File: src/rtl/seq_divider_if.sv
// Start/result bundle between the ALU controller and the sequential divider.
// The controller drives the request, the divider returns results and status.
interface seq_divider_if #(
    parameter int WIDTH = 32
);
    logic             start;
    logic [WIDTH-1:0] dividend;
    logic [WIDTH-1:0] divisor;
    logic             busy;
    logic             done;
    logic [WIDTH-1:0] quotient;
    logic [WIDTH-1:0] remainder;
    logic             div_by_zero;

    modport master (
        output start, dividend, divisor,
        input  busy, done, quotient, remainder, div_by_zero
    );

    modport slave (
        input  start, dividend, divisor,
        output busy, done, quotient, remainder, div_by_zero
    );
endinterface

File: src/rtl/seq_divider.sv
// Unsigned restoring divider, one quotient bit per clock, MSB first.
// Trial subtraction runs on a 4-bit-group carry-lookahead adder with carry-in 1.
module seq_divider #(
    parameter int WIDTH = 32
) (
    input  logic         clk,
    input  logic         rst,
    seq_divider_if.slave div_if
);
    localparam int CW = $clog2(WIDTH);
    localparam int NG = WIDTH / 4;

    typedef enum logic [1:0] {IDLE, RUN, DONE} state_t;

    state_t state, state_nx;

    logic [WIDTH-1:0] rem_w, rem_w_nx;
    logic [WIDTH-1:0] quo_w, quo_w_nx;
    logic [WIDTH-1:0] den, den_nx;
    logic [CW-1:0]    cnt, cnt_nx;
    logic [WIDTH-1:0] quo_r, quo_nx;
    logic [WIDTH-1:0] rem_r, rem_nx;
    logic             busy_r, busy_nx;
    logic             done_r, done_nx;
    logic             dbz_r, dbz_nx;
    logic             zpend, zpend_nx;

    logic [WIDTH:0]   part;
    logic [WIDTH-1:0] gen, prop, carry, diff;
    logic [NG:0]      gcarry;
    logic             no_borrow;

    assign part = {rem_w, quo_w[WIDTH-1]};

    // Low WIDTH bits of part + ~den + 1; the extra top bit of part
    // folds into the borrow test since ~0 there always propagates.
    always_comb begin
        gen       = part[WIDTH-1:0] & ~den;
        prop      = part[WIDTH-1:0] ^ ~den;
        carry     = '0;
        gcarry    = '0;
        gcarry[0] = 1'b1;
        for (int i = 0; i < NG; i++) begin
            carry[4*i]   = gcarry[i];
            carry[4*i+1] = gen[4*i] | (prop[4*i] & gcarry[i]);
            carry[4*i+2] = gen[4*i+1]
                         | (prop[4*i+1] & gen[4*i])
                         | (prop[4*i+1] & prop[4*i] & gcarry[i]);
            carry[4*i+3] = gen[4*i+2]
                         | (prop[4*i+2] & gen[4*i+1])
                         | (prop[4*i+2] & prop[4*i+1] & gen[4*i])
                         | (&prop[4*i+:3] & gcarry[i]);
            gcarry[i+1]  = gen[4*i+3]
                         | (prop[4*i+3] & gen[4*i+2])
                         | (&prop[4*i+2+:2] & gen[4*i+1])
                         | (&prop[4*i+1+:3] & gen[4*i])
                         | (&prop[4*i+:4] & gcarry[i]);
        end
        diff      = prop ^ carry;
        no_borrow = part[WIDTH] | gcarry[NG];
    end

    always_ff @(posedge clk) begin
        if (rst) state <= IDLE;
        else     state <= state_nx;
    end

    always_comb begin
        state_nx = state;
        rem_w_nx = rem_w;
        quo_w_nx = quo_w;
        den_nx   = den;
        cnt_nx   = cnt;
        quo_nx   = quo_r;
        rem_nx   = rem_r;
        dbz_nx   = dbz_r;
        busy_nx  = 1'b0;
        done_nx  = 1'b0;
        zpend_nx = 1'b0;
        unique case (state)
            IDLE, DONE: begin
                if (div_if.start) begin
                    if (div_if.divisor != '0) begin
                        rem_w_nx = '0;
                        quo_w_nx = div_if.dividend;
                        den_nx   = div_if.divisor;
                        cnt_nx   = '0;
                        dbz_nx   = 1'b0;
                        busy_nx  = 1'b1;
                        state_nx = RUN;
                    end else begin
                        quo_nx   = '1;
                        rem_nx   = div_if.dividend;
                        dbz_nx   = 1'b1;
                        zpend_nx = 1'b1;
                        state_nx = DONE;
                    end
                end else if (state == DONE && zpend) begin
                    // zero-divisor result was loaded last edge; pulse now
                    done_nx = 1'b1;
                end else begin
                    state_nx = IDLE;
                end
            end
            RUN: begin
                busy_nx  = 1'b1;
                quo_w_nx = {quo_w[WIDTH-2:0], no_borrow};
                rem_w_nx = no_borrow ? diff : part[WIDTH-1:0];
                cnt_nx   = cnt + 1'b1;
                if (cnt == CW'(WIDTH - 1)) begin
                    busy_nx  = 1'b0;
                    done_nx  = 1'b1;
                    quo_nx   = quo_w_nx;
                    rem_nx   = rem_w_nx;
                    state_nx = DONE;
                end
            end
            default: state_nx = IDLE;
        endcase
    end

    always_ff @(posedge clk) begin
        if (rst) begin
            rem_w  <= '0;
            quo_w  <= '0;
            den    <= '0;
            cnt    <= '0;
            quo_r  <= '0;
            rem_r  <= '0;
            busy_r <= 1'b0;
            done_r <= 1'b0;
            dbz_r  <= 1'b0;
            zpend  <= 1'b0;
        end else begin
            rem_w  <= rem_w_nx;
            quo_w  <= quo_w_nx;
            den    <= den_nx;
            cnt    <= cnt_nx;
            quo_r  <= quo_nx;
            rem_r  <= rem_nx;
            busy_r <= busy_nx;
            done_r <= done_nx;
            dbz_r  <= dbz_nx;
            zpend  <= zpend_nx;
        end
    end

    assign div_if.busy        = busy_r;
    assign div_if.done        = done_r;
    assign div_if.quotient    = quo_r;
    assign div_if.remainder   = rem_r;
    assign div_if.div_by_zero = dbz_r;
endmodule

File: src/flat_wrapper.sv
// flat-port wrapper written by rule: the top's interface ports become plain ports
module seq_divider_flat 
#(
    parameter int WIDTH = 32
)
  (clk, rst, div_if_start, div_if_dividend, div_if_divisor, div_if_busy, div_if_done, div_if_quotient, div_if_remainder, div_if_div_by_zero);
  seq_divider_if #(.WIDTH(WIDTH)) div_if_i ();
  input  logic clk;
  input  logic rst;
  input wire logic [$bits(div_if_i.start)-1:0] div_if_start;
  input wire logic [$bits(div_if_i.dividend)-1:0] div_if_dividend;
  input wire logic [$bits(div_if_i.divisor)-1:0] div_if_divisor;
  output wire logic [$bits(div_if_i.busy)-1:0] div_if_busy;
  output wire logic [$bits(div_if_i.done)-1:0] div_if_done;
  output wire logic [$bits(div_if_i.quotient)-1:0] div_if_quotient;
  output wire logic [$bits(div_if_i.remainder)-1:0] div_if_remainder;
  output wire logic [$bits(div_if_i.div_by_zero)-1:0] div_if_div_by_zero;
  assign div_if_i.start = div_if_start;
  assign div_if_i.dividend = div_if_dividend;
  assign div_if_i.divisor = div_if_divisor;
  assign div_if_busy = div_if_i.busy;
  assign div_if_done = div_if_i.done;
  assign div_if_quotient = div_if_i.quotient;
  assign div_if_remainder = div_if_i.remainder;
  assign div_if_div_by_zero = div_if_i.div_by_zero;
  seq_divider #(.WIDTH(WIDTH)) u_core (.clk(clk), .rst(rst), .div_if(div_if_i));
endmodule
File: config.mk
export PLATFORM = sky130hd
export DESIGN_NAME = seq_divider_flat
export DESIGN_NICKNAME = d
export VERILOG_FILES = /design/src/rtl/seq_divider_if.sv /design/src/rtl/seq_divider.sv /design/src/flat_wrapper.sv
export SDC_FILE = /design/constraint.sdc
export NUM_CORES = 1
export LEC_CHECK = 0
export ABC_AREA = 1
export CORE_MARGIN = 2
export CORE_UTILIZATION = 54
export DETAILED_ROUTE_END_ITERATION = 16
export PLACE_DENSITY = 0.85
export SETUP_SLACK_MARGIN = 0.2
export SLEW_MARGIN = 15
export SYNTH_ARGS = -nofsm -noshare
export SYNTH_HDL_FRONTEND = slang
export SYNTH_SLANG_ARGS = --single-unit
File: constraint.sdc
create_clock -name clk -period 3.3 [get_ports clk]
set_input_delay 0.33 -clock clk [delete_from_list [all_inputs] [get_ports clk]]
set_output_delay 0.33 -clock clk [all_outputs]
set_load 0.01 [all_outputs]
# After elaboration in Yosys (flattened, before gate mapping)
# Index checks and enable logic that the tools add are counted.
# op_classes
n_addsub	1
n_eq_ne	8
bitwise	179
n_reduce_logical	43
mux	32
# ops
cell	count
$mux 32	11
$pmux 32 s2	4
$and 1x1->1	92
$or 1x1->1	81
$xor 32x32->32	2
$reduce_and 3->1	18
$reduce_and 4->1	9
$and 32x32->32	1
$not 32->32	1
$reduce_bool 32->1	1
$reduce_and 2->1	10
$mux 5	2
$pmux 5 s2	1
$mux 2	4
$mux 1	7
$add 5x1->5 const B	1
$eq 5x5->1 const B	1
$ne 2x1->1 const B	2
$ne 2x2->1 const B	2
$pmux 1 s2	2
$pmux 2 s2	1
$ne 3x3->1 const B	1
$reduce_or 3->1	1
$eq 2x1->1 const B	1
other kinds (6)	7
# word_totals
input_bits	67
ff_bits	171
output_inout_bits	67

# Longest topological paths before layout
# depth
depth_word	25
ltp_mapped	26

# Least setup slack after synthesis
# Ideal clock, no wire load.
# synth_timing
path_kind	register -> register
startpoint	register u_core.den[1]
endpoint	register u_core.rem_r[29] (netlist: u_core.div_if.remainder[29])
path_stages_with_launch	25
period_less_slack_ns	2.517
path_slack_ns	0.783
arrival_time_ns	2.408
setup_time_ns	0.109
path_cell_list	dfxtp_1 > inv_1 > ha_1 > nand2_1 > nand3_2 > nand2_1 > nand2_1 > nand2_1 > nand2_1 > nand2_1 > nand2_1 > nand2_1 > nand2_1 > nand2_1 > nand2_1 > nand2_1 > nand2_2 > nand2_2 > nand2_4 > fa_1 > xor2_1 > nand2_1 > nand3_1 > nand2_1 > inv_1
# synth_between
elab_chain_cells	24
# synth_lines
item	line	text
start, declared	seq_divider.sv:19	logic [WIDTH-1:0] den, den_nx;
start signal, assigned	seq_divider.sv:137	den <= den_nx;
$not 32->32 (*)	seq_divider.sv:38, seq_divider.sv:39	
$xor 32x32->32 or $and 32x32->32 (tied branches)	seq_divider.sv:39, seq_divider.sv:38	
$reduce_and 3->1 or $and 1x1->1 (tied branches)	seq_divider.sv:56, seq_divider.sv:55	
$and 1x1->1 or $or 1x1->1 (tied branches)	seq_divider.sv:56, seq_divider.sv:55	
$or 1x1->1	seq_divider.sv:56	| (&prop[4*i+1+:3] & gen[4*i])
$or 1x1->1 (*)	seq_divider.sv:57	| (&prop[4*i+:4] & gcarry[i]);
$and 1x1->1 (*)	seq_divider.sv:57	
$or 1x1->1 (*)	seq_divider.sv:57	
[... 8 more ...]	-	
$and 1x1->1 (*)	seq_divider.sv:57	
$or 1x1->1 (*)	seq_divider.sv:57	
$and 1x1->1, on equally long branches	seq_divider.sv:45, seq_divider.sv:57	
$or 1x1->1, on equally long branches	seq_divider.sv:45, seq_divider.sv:57	
$xor 32x32->32 or $or 1x1->1 (tied branches)	seq_divider.sv:59, seq_divider.sv:60	
$mux 32 (*)	seq_divider.sv:108	rem_w_nx = no_borrow ? diff : part[WIDTH-1:0];
$mux 32 (*)	seq_divider.sv:110	if (cnt == CW'(WIDTH - 1)) begin
$pmux 32 s2 (*)	seq_divider.sv:80	unique case (state)
end signal, assigned	seq_divider.sv:140	rem_r <= rem_nx;
end, declared	seq_divider.sv:22	logic [WIDTH-1:0] rem_r, rem_nx;
# Mark *: on every way between the ends. The rest lies on a longest branch, timed or not. The select of a mux whose other input is x is not followed.
# A chain may end at the register's enable or synchronous reset.

# Worst setup path in the final report
# layout_timing
startpoint	register u_core.den[29]
endpoint	register u_core.rem_w[16]
# layout_between
elab_chain_cells	9
# layout_lines
item	line	text
$not 32->32 (*)	seq_divider.sv:38, seq_divider.sv:39	
$xor 32x32->32 or $and 32x32->32 (tied branches)	seq_divider.sv:39, seq_divider.sv:38	
$reduce_and 3->1 or $and 1x1->1 (tied branches)	seq_divider.sv:56, seq_divider.sv:55	
$and 1x1->1 or $or 1x1->1 (tied branches)	seq_divider.sv:56, seq_divider.sv:55	
$or 1x1->1	seq_divider.sv:56	
$or 1x1->1 (*)	seq_divider.sv:57	
$or 1x1->1 (*)	seq_divider.sv:60	no_borrow = part[WIDTH] | gcarry[NG];
$mux 32 (*)	seq_divider.sv:108	
$pmux 32 s2 (*)	seq_divider.sv:80	
end signal, assigned	seq_divider.sv:135	rem_w <= rem_w_nx;
end, declared	seq_divider.sv:17	logic [WIDTH-1:0] rem_w, rem_w_nx;
# Mark *: on every way between the ends. The rest lies on a longest branch, timed or not.

==> impl_metrics.py <==
metrics = {
    "placed_design": {
        "post-dp-hpwl_mm": 16.01,
        "port_buffers": 133,
        "gp_congestion": 0.8869,
        "post-place-ws_ns": 0.3303,
        "place_area_um2": 10190,
        "dp.cells": 1501,
    },
    "layout": {
        "drive_gt1_share_pct": 8.548,
        "finish.instance_area_um2": 10940,
        "diodes": 0,
        "area_delta_synth_final_pct": 26.42,
        "final_cells": 1538,
        "fillers": 1263,
        "fin_util_pct": 69.37,
        "final_nets": 1418,
        "multiInputGateArea_um2": 4444,
        "seqCellArea_um2": 3426,
    },
    "hold_path": {
        "hold_path_startpoint": "rst",
        "hold_depth": 4,
        "hp-class": "in2reg",
        "whs_endpoint": "u_core.rem_w[31]$_SDFFE_PP0P_",
    },
    "timing": {
        "tightest_slew_ns": 1.010,
        "setup_slack_ns": 0.2665,
        "finalMaxSlewViolations": 0,
        "fin_skew_ns": 0.007394,
        "fmax_ghz": 0.3297,
        "holdWs_ns": 0.4153,
        "finalCritPeriodShare_pct": 91.92,
        "finalSetupTns_ns": 0,
        "slew_headroom_pct": 32.58,
        "period_minus_slack_ns": 3.033,
        "rsz0062_at_grt": "false",
        "setup-violations-final": 0,
        "timing.final.hold_violations": 0,
    },
    "outcome": {
        "status": "finished, final reports clean",
    },
    "power": {
        "netSwitchingFraction_pct": 27.36,
        "pwr-share-seq_pct": 42.2,
        "p_clk_share_pct": 39.9,
        "finalPower_mw": 5.414,
        "comb_power_share_pct": 17.9,
        "p_int_mw": 3.932,
        "peakVddDrop_uv": 383.6,
        "p_leak_nw": 5.179,
        "p_per_area_nw_per_um2": 494.9,
        "p_sw_mw": 1.481,
    },
    "worst_setup_path": {
        "start_kind": "flip-flop",
        "max_stage_delay_ns": 0.58,
        "path_cells": "inv_1 -> ha_1 -> a21oi_1 -> nor2_1 -> nor2_1 -> nor2_1 -> nor3_1 -> nand2_4 -> nor2_8 -> clkbuf_16 -> nand2_4 -> nand3_1 -> nand2_1 -> inv_1",
        "timing.rr.start": "u_core.den[29]$_SDFFE_PP0P_",
        "cp_common_cell": "nor2_1",
        "rrSetupSlack_ns": 0.27,
        "worstSetupPathType": "reg2reg",
        "r2r-end": "u_core.rem_w[16]$_SDFFE_PP0P_",
        "worst-path-buf-inv": 3,
        "critical_path.top_delay_family": "simple AND/OR/NAND/NOR gates",
        "slowest_stage": "nor3_1",
        "required_ns": 3.68,
        "cp_max_fo": 7,
        "endpoint_kind": "flip-flop",
        "rr_worst_depth": 14,
        "cp_data_arrival_time_ns": 3.41,
    },
    "detailed_routing": {
        "drt.antenna.violating_nets": 0,
        "drc": 0,
        "wirelength_mm": 24.19,
        "vias": 8414,
        "avgRoutedWirePerCell_um": 15.73,
        "dr.pass1.iters": 5,
        "routed_via_density": 5.471,
        "drt_iter0_markers": 824,
    },
    "yosys": {
        "synthAdderAreaFrac_pct": 6.680,
        "synth_warnings": 0,
        "synth_simple_gate_area_share_pct": 26.14,
        "synth_top_area_share_pct": 39.56,
        "synth_edf_count": 0,
        "synth_largest_area_cell": "dfxtp_1",
        "synth_xor_area_share_pct": 2.126,
        "ys_ff_latch": 171,
        "synthFlopType": "dfxtp_1",
        "ys_top_cells_by_count": "nand2_1, dfxtp_1, inv_1, a21oi_1, o21ai_0",
        "netlist_top_cells_area": "dfxtp_1, nand2_1, a21oi_1",
        "async_flop_share_pct": 0,
        "syn_area_um2": 8653,
        "syn_nets": 1304,
        "synth-compound-area-share_pct": 15.78,
        "syn_area_per_cell_um2": 7.241,
        "synth.distinct_cells": 31,
        "yosysMostFrequentCell": "nand2_1",
        "synth_top_family_by_area": "simple AND/OR/NAND/NOR gates",
        "syn_inst": 1195,
        "synth.area.mux_share_pct": 0,
        "ys_seq_area_share_pct": 39.56,
    },
    "floorplan": {
        "die_h_um": 130.6,
        "die-area_um2": 17050,
        "die_x_um": 130.6,
        "num_io_pins": 134,
        "start_util_pct": 54.87,
        "rows": 46,
        "coreArea_um2": 15770,
    },
    "global_route": {
        "antenna_found_initial": 0,
        "grt_max_degree": 72,
        "grt_pass1_vias": 7628,
        "track_usage_pct": 27.77,
        "grt_pass1_wl_mm": 37.34,
        "overflow": 0,
    },
    "clock_tree": {
        "clock_latency_ns": 0.44,
        "cts_tree": "built",
        "cts_buffer_depth": 2,
        "holdBufCountCts": 0,
        "clockRootBuffer": "clkbuf_16",
        "clkTransAtPathRegs_ns": 0.07,
        "cts_made_buffers": 17,
        "clock-sinks": 171,
        "htree_num_levels": 4,
    },
    "flow_run": {
        "maxCapViolations": 0,
    },
}
-- logic make-up (layout without fill, tap and decap cells) --
kind of cell,count (synthesis),count (layout)
buffers and inverters,205,331
and+or+nand+nor,498,499
adders and majority gates,42,42
AOI/OAI and AO/OA,258,258
xor gates and xnor gates,21,21
DFF,171,171
-- how the worst max path moves through the flow --
stage	slack (ns)	cells past startpoint	end	startpoint
6_report	0.27	14	u_core.rem_w[16]$_SDFFE_PP0P_	u_core.den[29]$_SDFFE_PP0P_
5_1_grt	0.18	26	u_core.rem_w[19]$_SDFFE_PP0P_	u_core.den[0]$_SDFFE_PP0P_
4_1_cts	0.26	26	u_core.rem_w[9]$_SDFFE_PP0P_	u_core.den[1]$_SDFFE_PP0P_
3_5_place_dp	0.33	10	u_core.den[28]$_SDFFE_PP0P_	div_if_divisor[29]
3_3_place_gp	0.39	26	u_core.div_if.remainder[9]$_SDFFE_PP0P_	u_core.den[1]$_SDFFE_PP0P_
2_1_floorplan	0.78	24	u_core.div_if.remainder[29]$_SDFFE_PP0P_	u_core.den[1]$_SDFFE_PP0P_
-- worst register-to-register path, stage by stage (launching register included) --
cell       delay (ns)
dfxtp_1          0.34
inv_1            0.08
ha_1             0.34
a21oi_1          0.29
nor2_1           0.09
nor2_1           0.24
nor2_1           0.07
nor3_1           0.58
nand2_4          0.17
nor2_8           0.26
clkbuf_16        0.25
nand2_4          0.06
nand3_1          0.08
nand2_1          0.05
inv_1            0.07
-- timing repair --
item                       in CTS  in global routing
setup endpoints to repair       0                 59
gates resized for setup         0                 10
buffers inserted                0                  3
-- cell usage in the layout, fill, tap and decap left out, types with 5 or more instances in the layout --
cell type,count
fa_1,7
dfxtp_1,169
a21oi_1,116
nor2_1,93
o21ai_0,103
ha_1,32
nand3_1,71
clkbuf_16,18
inv_1,131
buf_12,6
nand2_1,280
a31oi_1,31
nor4_1,9
nand2_4,32
buf_4,18
xnor2_1,11
inv_2,5
clkdlybuf4s50_1,132
xor2_1,10
-- layout make-up --
type | instances | share of cell area [%]
clock buffers | 21 | 4.301
clock inverters | 11 | 1.521
inverters | 138 | 4.735
multi-input cells | 820 | 40.63
flip-flops and latches | 171 | 31.32
well taps | 216 | 2.471
repair buffers | 161 | 15.03
-- registers in the layout, summed over array words and instances, names as in the netlist, 2 cells and up --
signal	count
u_core.rem_w	32
u_core.cnt	5
u_core.quo_w	32
u_core.div_if.remainder	32
u_core.state	2
u_core.div_if.quotient	32
u_core.den	32
-- power by group through the flow --
stage / Clock (mW) / Sequential (mW) / Combinational (mW)
after floorplan: 0 / 2.32 / 0.561
after global placement: 0 / 2.32 / 0.892
after detailed placement: 0 / 2.32 / 0.917
after CTS: 2.16 / 2.28 / 0.932
after global routing: 2.25 / 2.29 / 1.07
final: 2.16 / 2.28 / 0.971
-- routing by layer --
metal	vias to the layer above	GRT usage (%)	wire length [um]
li1	4091	-	-
met4	0	9.199	582
met3	51	5.130	1676
met1	3930	36.93	10720
met2	342	45.83	11210
met5	-	0	0
Note: power is estimated with default switching activity, not from simulation.
